File: src/rtl/t01_drop_timer.sv
// ---------------------------------------------------------------------------
// t01_drop_timer
//
// Gravity tick generator. It turns the speed controller's scoremod into
// piece-drop requests for the game FSM. The drop period is
// BASE_PERIOD - scoremod, floored at MIN_PERIOD, so the game speeds up as the
// score rises. A tick is raised on drop_tick and held until drop_ack.
//
// Optional feature: define T01_SOFTDROP_EN to enable the soft-drop period.
// While soft_drop is held in RUN, the period is capped at SOFT_PERIOD. Without
// the macro, soft_drop is ignored and SOFT_PERIOD is unused.
//
// Ports
//   clk          in   1   system clock
//   reset        in   1   synchronous active-low reset
//   enable       in   1   game running; 0 returns to IDLE and clears the tick
//   pause        in   1   freeze counting while keeping state
//   soft_drop    in   1   player holding down (T01_SOFTDROP_EN only)
//   scoremod     in   25  period reduction from the speed controller
//   drop_ack     in   1   game FSM has taken the pending tick
//   drop_tick    out  1   tick pending (level, held until acknowledged)
//   tick_overrun out  1   sticky: a tick expired while the previous one was pending
//   cur_period   out  25  period currently in use
//   timer_state  out  2   00 IDLE, 01 RUN, 10 PAUSE
// ---------------------------------------------------------------------------
module t01_drop_timer #(
    parameter int BASE_PERIOD = 25_000_000,
    parameter int MIN_PERIOD  = 5_000_000,
    parameter int SOFT_PERIOD = 2_500_000
) (
    input  logic        clk,
    input  logic        reset,
    input  logic        enable,
    input  logic        pause,
    input  logic        soft_drop,
    input  logic [24:0] scoremod,
    input  logic        drop_ack,
    output logic        drop_tick,
    output logic        tick_overrun,
    output logic [24:0] cur_period,
    output logic [1:0]  timer_state
);

    localparam logic [24:0] BASE_P  = 25'(BASE_PERIOD);
    localparam logic [24:0] MIN_P   = 25'(MIN_PERIOD);
    localparam logic [24:0] RANGE_P = 25'(BASE_PERIOD - MIN_PERIOD);

    typedef enum logic [1:0] {
        IDLE  = 2'b00,
        RUN   = 2'b01,
        PAUSE = 2'b10
    } state_t;

    state_t      state_reg;
    logic [24:0] count_reg;
    logic [24:0] period_reg;
    logic        drop_tick_reg;
    logic        overrun_reg;

    logic [24:0] period_calc;
    logic [24:0] eff_period;
    logic        at_end;
    logic        fire;

    // Compare before subtracting so scoremod can never underflow the period.
    always_comb begin
        period_calc = BASE_P - scoremod;
        if (scoremod >= RANGE_P) begin
            period_calc = MIN_P;
        end
    end

`ifdef T01_SOFTDROP_EN
    localparam logic [24:0] SOFT_P = 25'(SOFT_PERIOD);

    // Soft drop only shortens the period; a shorter normal period still wins.
    always_comb begin
        eff_period = period_reg;
        if (soft_drop && (period_reg > SOFT_P)) begin
            eff_period = SOFT_P;
        end
    end
`else
    logic unused_soft_drop;
    assign unused_soft_drop = soft_drop;
    assign eff_period       = period_reg;
`endif

    // ">=" rather than "==" so that a count already past the shortened soft
    // period fires immediately when soft_drop rises.
    assign at_end = (count_reg >= (eff_period - 25'd1));

    // A RUN or PAUSE cycle with pause low is an active counting cycle. This
    // makes the release cycle of a pause count, so a pause of N cycles delays
    // the next tick by exactly N cycles.
    assign fire = enable && (state_reg != IDLE) && !pause && at_end;

    always_ff @(posedge clk) begin
        if (!reset) begin
            state_reg     <= IDLE;
            count_reg     <= '0;
            period_reg    <= BASE_P;
            drop_tick_reg <= 1'b0;
            overrun_reg   <= 1'b0;
        end else if (!enable) begin
            // enable has priority over pause and over any pending tick
            state_reg     <= IDLE;
            count_reg     <= '0;
            drop_tick_reg <= 1'b0;
            overrun_reg   <= 1'b0;
        end else begin
            case (state_reg)
                IDLE: begin
                    state_reg  <= RUN;
                    count_reg  <= '0;
                    period_reg <= period_calc;
                end
                default: begin
                    if (pause) begin
                        state_reg <= PAUSE;
                    end else begin
                        state_reg <= RUN;
                        if (at_end) begin
                            count_reg  <= '0;
                            period_reg <= period_calc;
                        end else begin
                            count_reg <= count_reg + 25'd1;
                        end
                    end
                end
            endcase

            // Tick handshake. A fire keeps the tick raised; it is an overrun
            // only if the previous tick was pending and not taken this cycle.
            if (fire) begin
                drop_tick_reg <= 1'b1;
                if (drop_tick_reg && !drop_ack) begin
                    overrun_reg <= 1'b1;
                end
            end else if (drop_ack) begin
                drop_tick_reg <= 1'b0;
            end
        end
    end

    assign drop_tick    = drop_tick_reg;
    assign tick_overrun = overrun_reg;
    assign cur_period   = period_reg;
    assign timer_state  = state_reg;

endmodule
File: config.mk
export PLATFORM = sky130hd
export DESIGN_NAME = t01_drop_timer
export DESIGN_NICKNAME = d
export VERILOG_FILES = /design/src/rtl/t01_drop_timer.sv
export SDC_FILE = /design/constraint.sdc
export NUM_CORES = 1
export LEC_CHECK = 0
export ABC_AREA = 1
export BUFFER_PORTS_ARGS = -buffer_cell sky130_fd_sc_hd__buf_4
export CORE_MARGIN = 5
export CORE_UTILIZATION = 30
export CTS_BUF_LIST = sky130_fd_sc_hd__clkbuf_8
export DETAILED_ROUTE_END_ITERATION = 6
export PLACE_DENSITY = 0.52
export SETUP_SLACK_MARGIN = 0.05
export SKIP_LAST_GASP = 1
export SYNTH_ARGS = -nofsm -noshare
export SYNTH_HDL_FRONTEND = slang
export SYNTH_SLANG_ARGS = --single-unit
File: constraint.sdc
create_clock -name clk -period 4.21 [get_ports clk]
set_input_delay 0.421 -clock clk [delete_from_list [all_inputs] [get_ports clk]]
set_output_delay 0.421 -clock clk [all_outputs]
set_load 0.05 [all_outputs]
==> reports/qor.txt, run 1 <==
Int Power: 832 uW
post-synth top area cell: dfxtp_1
Remaining Overflow, GRT: 0
CP peak stage delay: 0.38 ns
Total Wirelength: 12800 um
crit-path cells: inv_1 > ha_1 > inv_1 > nor3_2 > nand2_2 > nor4_4 > nand3b_2 > nor2_2 > nand2_1 > nor2_1 > nor2_1 > ha_1 > nand2_1 > nor2_1 > nand2_1 > inv_1 > nand2_1 > nand2_2 > nor2_4 > nand3_4 > nand2_4 > inv_2 > nand2_1 > nand3_1
H-tree levels: 2
Leak Pwr: 0.00244 uW
Mean Syn Cell Area: 6.34 um2
initial core utilization: 0.308
hold crit path type: in2reg
antenna violations before repair: 0
final hold violations: 0
EDFF count, synth: 0
I/O pin count: 60
Worst EP required: 4.41 ns
Synth Register Bits: 54
Area Overhead vs Synth: 15.7%
delay-heaviest family, CP: simple AND/OR/NAND/NOR gates
core area: 15300 um2
Port Buffers: 58
cts hold-fix bufs: 0
fin util: 0.356
M1 wire length: 6050 um
worst-skew pair later-pin latency: 0.31 ns
CP Class: reg2reg
Psw: 454 uW
Post-CTS Setup Bufs: 0
sequential area share after synthesis: 0.230
Total GRT Usage: 0.145
Cell Pwr Density: 237 nW/um2
full die area: 18300 um2
top layer in use: met4
max-cap check violation count: 0
Max clock buf depth: 2
Ys Warns: 0
Stages on worst setup path: 24
WP data arrival: 3.83 ns
Worst Setup End Kind: flip-flop
setup TNS: 0 ns
vias in the first global route: 4603
post-DR wirelength/cell: 12.7 um
Sw Ratio: 0.353
n_diodes: 0
share of the synthesized area in the top cell type: 0.230
cell at the slowest stage of the critical path: dfxtp_1
post-DR vias/cell: 4.59
crit path max fanout: 26
ANT nets after route: 0
DR iter-0 viols: 201
clock skew: 0.00991 ns
outcome: finished clean
CTS tree: built
Startpoint Class: flip-flop
Peak VDD IR: 0.125 mV
synth unique cells: 41
RSZ-0062 raised after global routing: false
commonest cells in the netlist: nand2_1 (177), nor2_1 (124), inv_1 (85), nand3_1 (76), dfxtp_1 (54)
clk root buf: clkbuf_8
Gate Count Post-Synth: 741
asr flop ratio synth: 0
Synthesized Nets: 800
via count: 4623
routability congestion estimate: 0.872
CP Buf/Inv Count: 4
routed wl met2: 6240 um
Final period util: 0.863
FP Rows: 45
synthesized cell area: 4700 um2
total CTS buffers: 5
Post-DP HPWL: 10700 um
Post-CTS Resized: 0
most common cell in the synthesized netlist: nand2_1
most used cell, CP: nand2_1
Die Ht: 135 um
Clk pin slew, worst setup/hold paths: 0.10 ns
first-pass GRT wire length: 22000 um
# DRC: 0
dominant synthesized flop cell: dfxtp_1
Setup-failing EPs final: 0
met3 WL post-DR: 318 um
share of cells above drive strength 1: 0.143
Hold Crit Depth: 3
Worst Tran Pin Value: 0.431 ns
Max Fclk: 0.275 GHz
largest cells by area after synthesis: dfxtp_1 (23%), nand2_1 (14%), nor2_1 (9.9%), nand3_1 (8.1%), ha_1 (7.5%)
nets: 855
largest net degree at the start of global routing: 27
Die W: 135 um
Slew Viols, Final: 0
Slew HR: 0.712
Clk network pwr share: 0.270
Tmin final: 3.63 ns
R2R depth: 24
Seq pwr share: 0.437
Gate power share: 0.293
Initial DRT Pass Iterations: 5
Num Clock Sinks: 54
stage by stage:
stage | std cells | setup slack (ns) | hold slack [ns] | power [uW] | instance area [um2]
floorplan | 741 | 0.901 | 0.461 | 834 | 4700
global placement | 1000 | 0.564 | 0.447 | 954 | 5330
detailed placement | 1000 | 0.529 | 0.449 | 954 | 5330
CTS | 1008 | 0.480 | 0.361 | 1310 | 5440
global route | 1008 | 0.115 | 0.379 | 1380 | 5440
finish | 1008 | 0.577 | 0.382 | 1290 | 5440
power by group through the flow:
stage                     sequential, uW  clock [uW]  combinational (uW)
after floorplan                      628           0                 206
after global placement               574           0                 380
after detailed placement             574           0                 379
after CTS                            562         369                 381
after global routing                 566         389                 422
final                                562         348                 377
path summary, 6_finish.rpt:
check / slack (ns) / from / end
setup / recovery: 0.58 / cur_period[0]$_SDFFE_PN0P_ / cur_period[19]$_SDFFE_PN1P_
hold / removal: 0.38 / pause / count_reg[24]$_SDFFE_PP0N_
setup reg to reg: 0.58 / cur_period[0]$_SDFFE_PN0P_ / cur_period[19]$_SDFFE_PN1P_
hold reg to reg: 0.46 / tick_overrun$_SDFFE_PN0P_ / tick_overrun$_SDFFE_PN0P_
worst reg2reg max path: cells and delay by family (launching register included):
| family | cells | cell delay, ns |
|---|---|---|
| flip-flops | 1 | 0.38 |
| AND/OR/NAND/NOR | 18 | 2.29 |
| buffers and inverters | 4 | 0.38 |
| adder cells (fa/ha/maj) | 2 | 0.47 |
per-layer routing:
layer | GRT usage | up-vias
li1 | - | 2504
met3 | 0.0189 | 21
met5 | 0 | -
met1 | 0.180 | 2032
met2 | 0.263 | 66
met4 | 0.0392 | 0
layout by cell type, fill, tap and decap left out, types with 2 or more instances in the layout:
| cell type | count |
|---|---|
| nand2_1 | 177 |
| nor2_1 | 124 |
| inv_1 | 86 |
| nand3_1 | 76 |
| buf_4 | 59 |
| dfxtp_1 | 54 |
| xor2_1 | 32 |
| a21oi_1 | 31 |
| ha_1 | 28 |
| nor3_1 | 14 |
| nand4_1 | 14 |
| xnor2_1 | 11 |
| o21ai_0 | 11 |
| nand2_2 | 8 |
| nor2_4 | 6 |
| nor4_1 | 6 |
| inv_2 | 5 |
| clkbuf_8 | 5 |
| nor2_2 | 4 |
| nand3_2 | 4 |
| nand2_4 | 4 |
| a31oi_1 | 4 |
| nor3b_2 | 4 |
| nor3_2 | 3 |
| o21a_1 | 3 |
| o21ai_1 | 3 |
| nand3b_1 | 3 |
| nand3_4 | 2 |
| a21oi_2 | 2 |
| o21ai_2 | 2 |
| nor3b_1 | 2 |
logic make-up (layout without fill, tap and decap cells):
group           after synthesis  after routing  synth area share
compound gates               60             60            0.0719
xor+xnor                     43             43            0.0802
fa+ha+maj                    28             28            0.0746
buf+inv                     102            158            0.0897
flops                        54             54             0.230
simple gates                454            454             0.454
layout make-up:
type	count	area [um2]
repair buffers	59	443
clock inverters	3	41.3
well taps	211	264
fillers	1697	9820
clock buffers	5	68.8
multi-input cells	585	3200
inverters	91	343
flip-flops and latches	54	1080
(Power assumes the default switching activity.)
==> inputs of run 2 (changes only) <==
==> constraint.sdc (replaced) <==
create_clock -name clk -period 4.21 [get_ports clk]
set_input_delay 0.842 -clock clk [delete_from_list [all_inputs] [get_ports clk]]
set_output_delay 0.842 -clock clk [all_outputs]
set_load 0.05 [all_outputs]
==> reports/qor.txt, run 2 (same netlist as run 1, synthesis figures left out) <==
outcome: finished clean
post-DR vias/cell: 4.59
routability congestion estimate: 0.860
Cell Pwr Density: 238 nW/um2
FP Rows: 45
clock skew: 0.0170 ns
H-tree levels: 2
Leak Pwr: 0.00244 uW
most used cell, CP: nand2_1
Post-CTS Setup Bufs: 0
Tmin final: 3.69 ns
via count: 4622
Clk pin slew, worst setup/hold paths: 0.11 ns
vias in the first global route: 4539
most frequent cells in the layout: nand2_1 (177), nor2_1 (124), inv_1 (86)
CTS tree: built
Setup-failing EPs final: 0
Slew Viols, Final: 0
setup TNS: 0 ns
hold endpoint: tick_overrun$_SDFFE_PN0P_
WP data arrival: 3.88 ns
area post-placement: 5330 um2
# DRC: 0
Port Buffers: 58
fillers: 1703
Worst EP required: 4.41 ns
pre-CTS setup slack: 0.518 ns
Initial DRT Pass Iterations: 4
Max Fclk: 0.271 GHz
clk root buf: clkbuf_8
core area: 15300 um2
full die area: 18300 um2
crit-path cells: inv_1 > ha_1 > inv_1 > nor3_2 > nand2_2 > nor4_4 > nand3b_2 > nor2_2 > nand2_1 > nor2_1 > nor2_1 > ha_1 > nand2_1 > nor2_1 > nand2_1 > nor2_1 > nand2_1 > nand2_2 > nor2_4 > nand3_4 > nand2_4 > inv_2 > nand2_1 > nand3_1
Slew HR: 0.716
R2R depth: 24
max-cap check violation count: 0
Post-DP HPWL: 10800 um
r2r endpoint: cur_period[19]$_SDFFE_PN1P_
ANT nets after route: 0
DR iter-0 viols: 298
Area Overhead vs Synth: 15.7%
n_diodes: 0
largest net degree at the start of global routing: 27
Die Ht: 135 um
Worst Tran Pin Value: 0.426 ns
first-pass GRT wire length: 21700 um
total CTS buffers: 5
cell at the slowest stage of the critical path: dfxtp_1
I/O pin count: 60
Remaining Overflow, GRT: 0
cts hold-fix bufs: 0
final setup margin: 0.524 ns
initial core utilization: 0.308
antenna violations before repair: 0
Worst Setup End Kind: flip-flop
RSZ-0062 raised after global routing: false
Hold Crit Start: tick_overrun$_SDFFE_PN0P_
Total Wirelength: 12900 um
CP Class: reg2reg
final hold violations: 0
Hold Crit Depth: 2
hold crit path type: reg2reg
final instance area: 5440 um2
Die W: 135 um
share of cells above drive strength 1: 0.143
commonest non-fill, non-tap cell in the layout: nand2_1
worst-skew pair later-pin latency: 0.32 ns
Startpoint Class: flip-flop
Max clock buf depth: 2
Post-CTS Resized: 0
Total GRT Usage: 0.144
post-DR wirelength/cell: 12.8 um
CP peak stage delay: 0.38 ns
Peak VDD IR: 0.110 mV
Final period util: 0.876
nets: 855
crit path max fanout: 26
FF-to-FF setup slack: 0.52 ns
Num Clock Sinks: 54
worst r2r src: cur_period[0]$_SDFFE_PN0P_
==> run 2: worst max-delay path by stage <==
stage	startpoint	depth (start not counted)	slack, ns	end
floorplan	cur_period[0]$_SDFFE_PN0P_	24	0.90	cur_period[19]$_SDFFE_PN1P_
global placement	cur_period[0]$_SDFFE_PN0P_	24	0.57	cur_period[20]$_SDFFE_PN1P_
detailed placement	cur_period[0]$_SDFFE_PN0P_	24	0.52	cur_period[19]$_SDFFE_PN1P_
CTS	cur_period[0]$_SDFFE_PN0P_	24	0.48	cur_period[19]$_SDFFE_PN1P_
global route	cur_period[0]$_SDFFE_PN0P_	24	0.12	cur_period[19]$_SDFFE_PN1P_
finish	cur_period[0]$_SDFFE_PN0P_	24	0.52	cur_period[19]$_SDFFE_PN1P_
==> run 2: per-layer routing <==
layer,global-route usage,wire (um),vias to the layer above
met5,0,0,-
met4,0.0398,253,0
met3,0.0186,354,15
met2,0.258,6260,73
met1,0.181,6030,2029
li1,-,-,2505
==> run 2: through the flow <==
stage / instances / hold WS [ns] / total power (uW) / utilization
final: 1008 / 0.460 / 1290 / 0.356
after global routing: 1008 / 0.497 / 1370 / 0.356
after CTS: 1008 / 0.467 / 1310 / 0.356
after detailed placement: 1000 / 0.451 / 954 / 0.349
after global placement: 1000 / 0.447 / 954 / 0.349
after floorplan: 741 / 0.461 / 834 / -
==> run 2: worst max-delay path, delay by kind of cell (launching register included) <==
family,cells,cell delay [ns]
adder cells (fa/ha/maj),2,0.47
buffers and inverters,3,0.34
flip-flops,1,0.38
AND/OR/NAND/NOR,19,2.35
==> run 2: power breakdown <==
group	switching (uW)	internal, uW	total (uW)
registers	32.1	530	562
logic	250	127	377
clock network	180	176	356
total	462	833	1290
==> run 2: layout make-up <==
class	count	area, um2	share of cell area
inverter	91	343	0.0631
tap	211	264	0.0486
timing repair buffer	59	443	0.0815
sequential	54	1080	0.199
clock buffer	5	68.8	0.0127
multi-input combinational	585	3200	0.588
clock inverter	3	41.3	0.00759
==> inputs of run 3 (changes only) <==
--- a/config.mk
+++ b/config.mk
@@ -12,5 +12,6 @@
 export CTS_BUF_LIST = sky130_fd_sc_hd__clkbuf_8
 export DETAILED_ROUTE_END_ITERATION = 6
-export PLACE_DENSITY = 0.52
+export HOLD_SLACK_MARGIN = 0.1
+export PLACE_DENSITY = 0.54
 export SETUP_SLACK_MARGIN = 0.05
 export SKIP_LAST_GASP = 1
==> constraint.sdc (replaced) <==
create_clock -name clk -period 3 [get_ports clk]
set_input_delay 0.6 -clock clk [delete_from_list [all_inputs] [get_ports clk]]
set_output_delay 0.6 -clock clk [all_outputs]
set_load 0.02 [all_outputs]
==> reports/qor.txt, run 3 (same netlist as run 1, synthesis figures left out) <==
outcome: finished, violations left
violations in the final reports: negative setup slack
Hold Crit Start: tick_overrun$_SDFFE_PN0P_
clk root buf: clkbuf_8
Clk network pwr share: 0.239
Remaining Overflow, GRT: 0
H-tree levels: 2
WP data arrival: 3.35 ns
Total Wirelength: 13600 um
worst-skew pair later-pin latency: 0.33 ns
final setup margin: -0.129 ns
Worst Setup SP: cur_period[1]$_SDFFE_PN0P_
nets: 909
Peak VDD IR: 0.142 mV
Post-DP HPWL: 11100 um
clock skew: 0.0149 ns
antenna violations before repair: 0
CP Buf/Inv Count: 3
most used cell, CP: nor2_4
ANT nets after route: 0
post-DR wirelength/cell: 12.8 um
largest net degree at the start of global routing: 19
worst r2r src: cur_period[1]$_SDFFE_PN0P_
total CTS buffers: 5
Die Ht: 135 um
Worst Tran Pin Value: 0.502 ns
Cell Pwr Density: 290 nW/um2
cell at the slowest stage of the critical path: dfxtp_4
Max clock buf depth: 2
routability congestion estimate: 0.900
Worst EP required: 3.22 ns
final hold violations: 0
share of cells above drive strength 1: 0.267
Area Overhead vs Synth: 33.0%
crit-path cells: inv_4 > ha_4 > inv_4 > nor3_4 > nand2_2 > nor4_4 > nand3b_4 > nor2_4 > nand2_2 > nor2_4 > nor2_4 > ha_4 > nand2_4 > nor2_4 > nand2_2 > nor2_1 > nand2_1 > nand2_2 > nor2_4 > nand3_4 > nand2_8 > buf_12 > a21oi_2 > nand2_1
Clk pin slew, worst setup/hold paths: 0.10 ns
crit path max fanout: 7
via count: 4841
Slew Viols, Final: 0
Slew HR: 0.662
vias in the first global route: 4676
grt peak-use layer: met2
FP Rows: 45
core area: 15300 um2
Num Clock Sinks: 54
post-DR vias/cell: 4.56
delay-heaviest family, CP: simple AND/OR/NAND/NOR gates
Port Buffers: 58
Initial DRT Pass Iterations: 4
hold crit path type: reg2reg
Gate power share: 0.336
CTS tree: built
I/O pin count: 60
r2r endpoint: cur_period[16]$_SDFFE_PN1P_
Tmin final: 3.13 ns
full die area: 18300 um2
Total GRT Usage: 0.150
max-cap check violation count: 0
RSZ-0062 raised after global routing: true
Final period util: 1.04
Leak Pwr: 0.00278 uW
DR iter-0 viols: 171
Seq pwr share: 0.426
Die W: 135 um
R2R depth: 24
Worst Setup End Kind: flip-flop
Int Power: 1190 uW
pre-CTS setup slack: -0.258 ns
met2 usage: 0.265
Stages on worst setup path: 24
Psw: 625 uW
Max Fclk: 0.320 GHz
initial core utilization: 0.308
Setup-failing EPs final: 42
n_diodes: 0
final hold slack: 0.458 ns
FF-to-FF setup slack: -0.13 ns
most frequent cells in the layout: nand2_1 (164), nor2_1 (108), buf_4 (101)
CP peak stage delay: 0.36 ns
Worst Setup EP: cur_period[16]$_SDFFE_PN1P_
first-pass GRT wire length: 22400 um
CP Class: reg2reg
commonest non-fill, non-tap cell in the layout: nand2_1
Startpoint Class: flip-flop
Global Route met3 Usage: 0.0208
# DRC: 0
Sw Ratio: 0.345
Global Route met1 Usage: 0.186
Hold Crit Depth: 2
cts hold-fix bufs: 0
[run 3: cell count changes in the layout (fill, tap and decap cells not counted), moves of 7 or more]
cell     change
nor2_2       +8
nor2_4       +8
buf_4       +42
buf_6        +7
nand2_1     -13
nand2_2      +9
nor2_1      -16
[run 3: area by class of cell]
cell class / count / area, um2
clock buffers: 6 / 82.6
clock inverters: 2 / 8.76
fillers: 1658 / 9010
inverters: 91 / 353
multi-input cells: 585 / 3500
flip-flops and latches: 54 / 1090
well taps: 211 / 264
repair buffers: 113 / 947
[run 3: how the worst min path moves through the flow]
stage | endpoint | slack, ns
6_report | tick_overrun$_SDFFE_PN0P_ | 0.46
4_1_cts | tick_overrun$_SDFFE_PN0P_ | 0.46
2_1_floorplan | count_reg[0]$_SDFFE_PP0N_ | 0.46
5_1_grt | tick_overrun$_SDFFE_PN0P_ | 0.50
3_3_place_gp | tick_overrun$_SDFFE_PN0P_ | 0.45
3_5_place_dp | tick_overrun$_SDFFE_PN0P_ | 0.45
[run 3: what timing repair did]
action,CTS,global route
pin swaps,14,26
resized for setup,13,60
setup endpoints to repair,52,52
hold endpoints to repair,0,0
buffers inserted,4,4
cloned,0,2
[run 3: layer usage]
metal	vias up	wire length, um
li1	2610	-
met1	2147	6210
met2	64	6710
met3	20	347
met4	0	328
met5	-	0
[run 3: power by group through the flow]
| stage | sequential [uW] | combinational, uW | clock [uW] |
|---|---|---|---|
| floorplan | 823 | 297 | 0 |
| global placement | 785 | 561 | 0 |
| detailed placement | 785 | 563 | 0 |
| CTS | 769 | 572 | 457 |
| global route | 776 | 678 | 477 |
| finish | 772 | 609 | 433 |
[run 3: through the flow]
step                      total power [uW]   util  instance area, um2  TNS (ns)  instances
after floorplan                       1120      -                4780     -1.46        741
after global placement                1350  0.378                5760     -6.80       1044
after CTS                             1800  0.389                5930     -1.81       1056
after global routing                  1930  0.409                6250    -12.19       1062
final                                 1810  0.409                6250     -2.41       1062
after detailed placement              1350  0.378                5760    -10.16       1044
[run 3: worst reg2reg max path: stages, from the launching register on]
cell,delay (ns)
dfxtp_4,0.36
inv_4,0.06
ha_4,0.14
inv_4,0.04
nor3_4,0.14
nand2_2,0.11
nor4_4,0.23
nand3b_4,0.13
nor2_4,0.15
nand2_2,0.08
nor2_4,0.15
nor2_4,0.05
ha_4,0.28
nand2_4,0.06
nor2_4,0.13
nand2_2,0.07
nor2_1,0.08
nand2_1,0.07
nand2_2,0.08
nor2_4,0.05
nand3_4,0.13
nand2_8,0.10
buf_12,0.16
a21oi_2,0.11
nand2_1,0.06
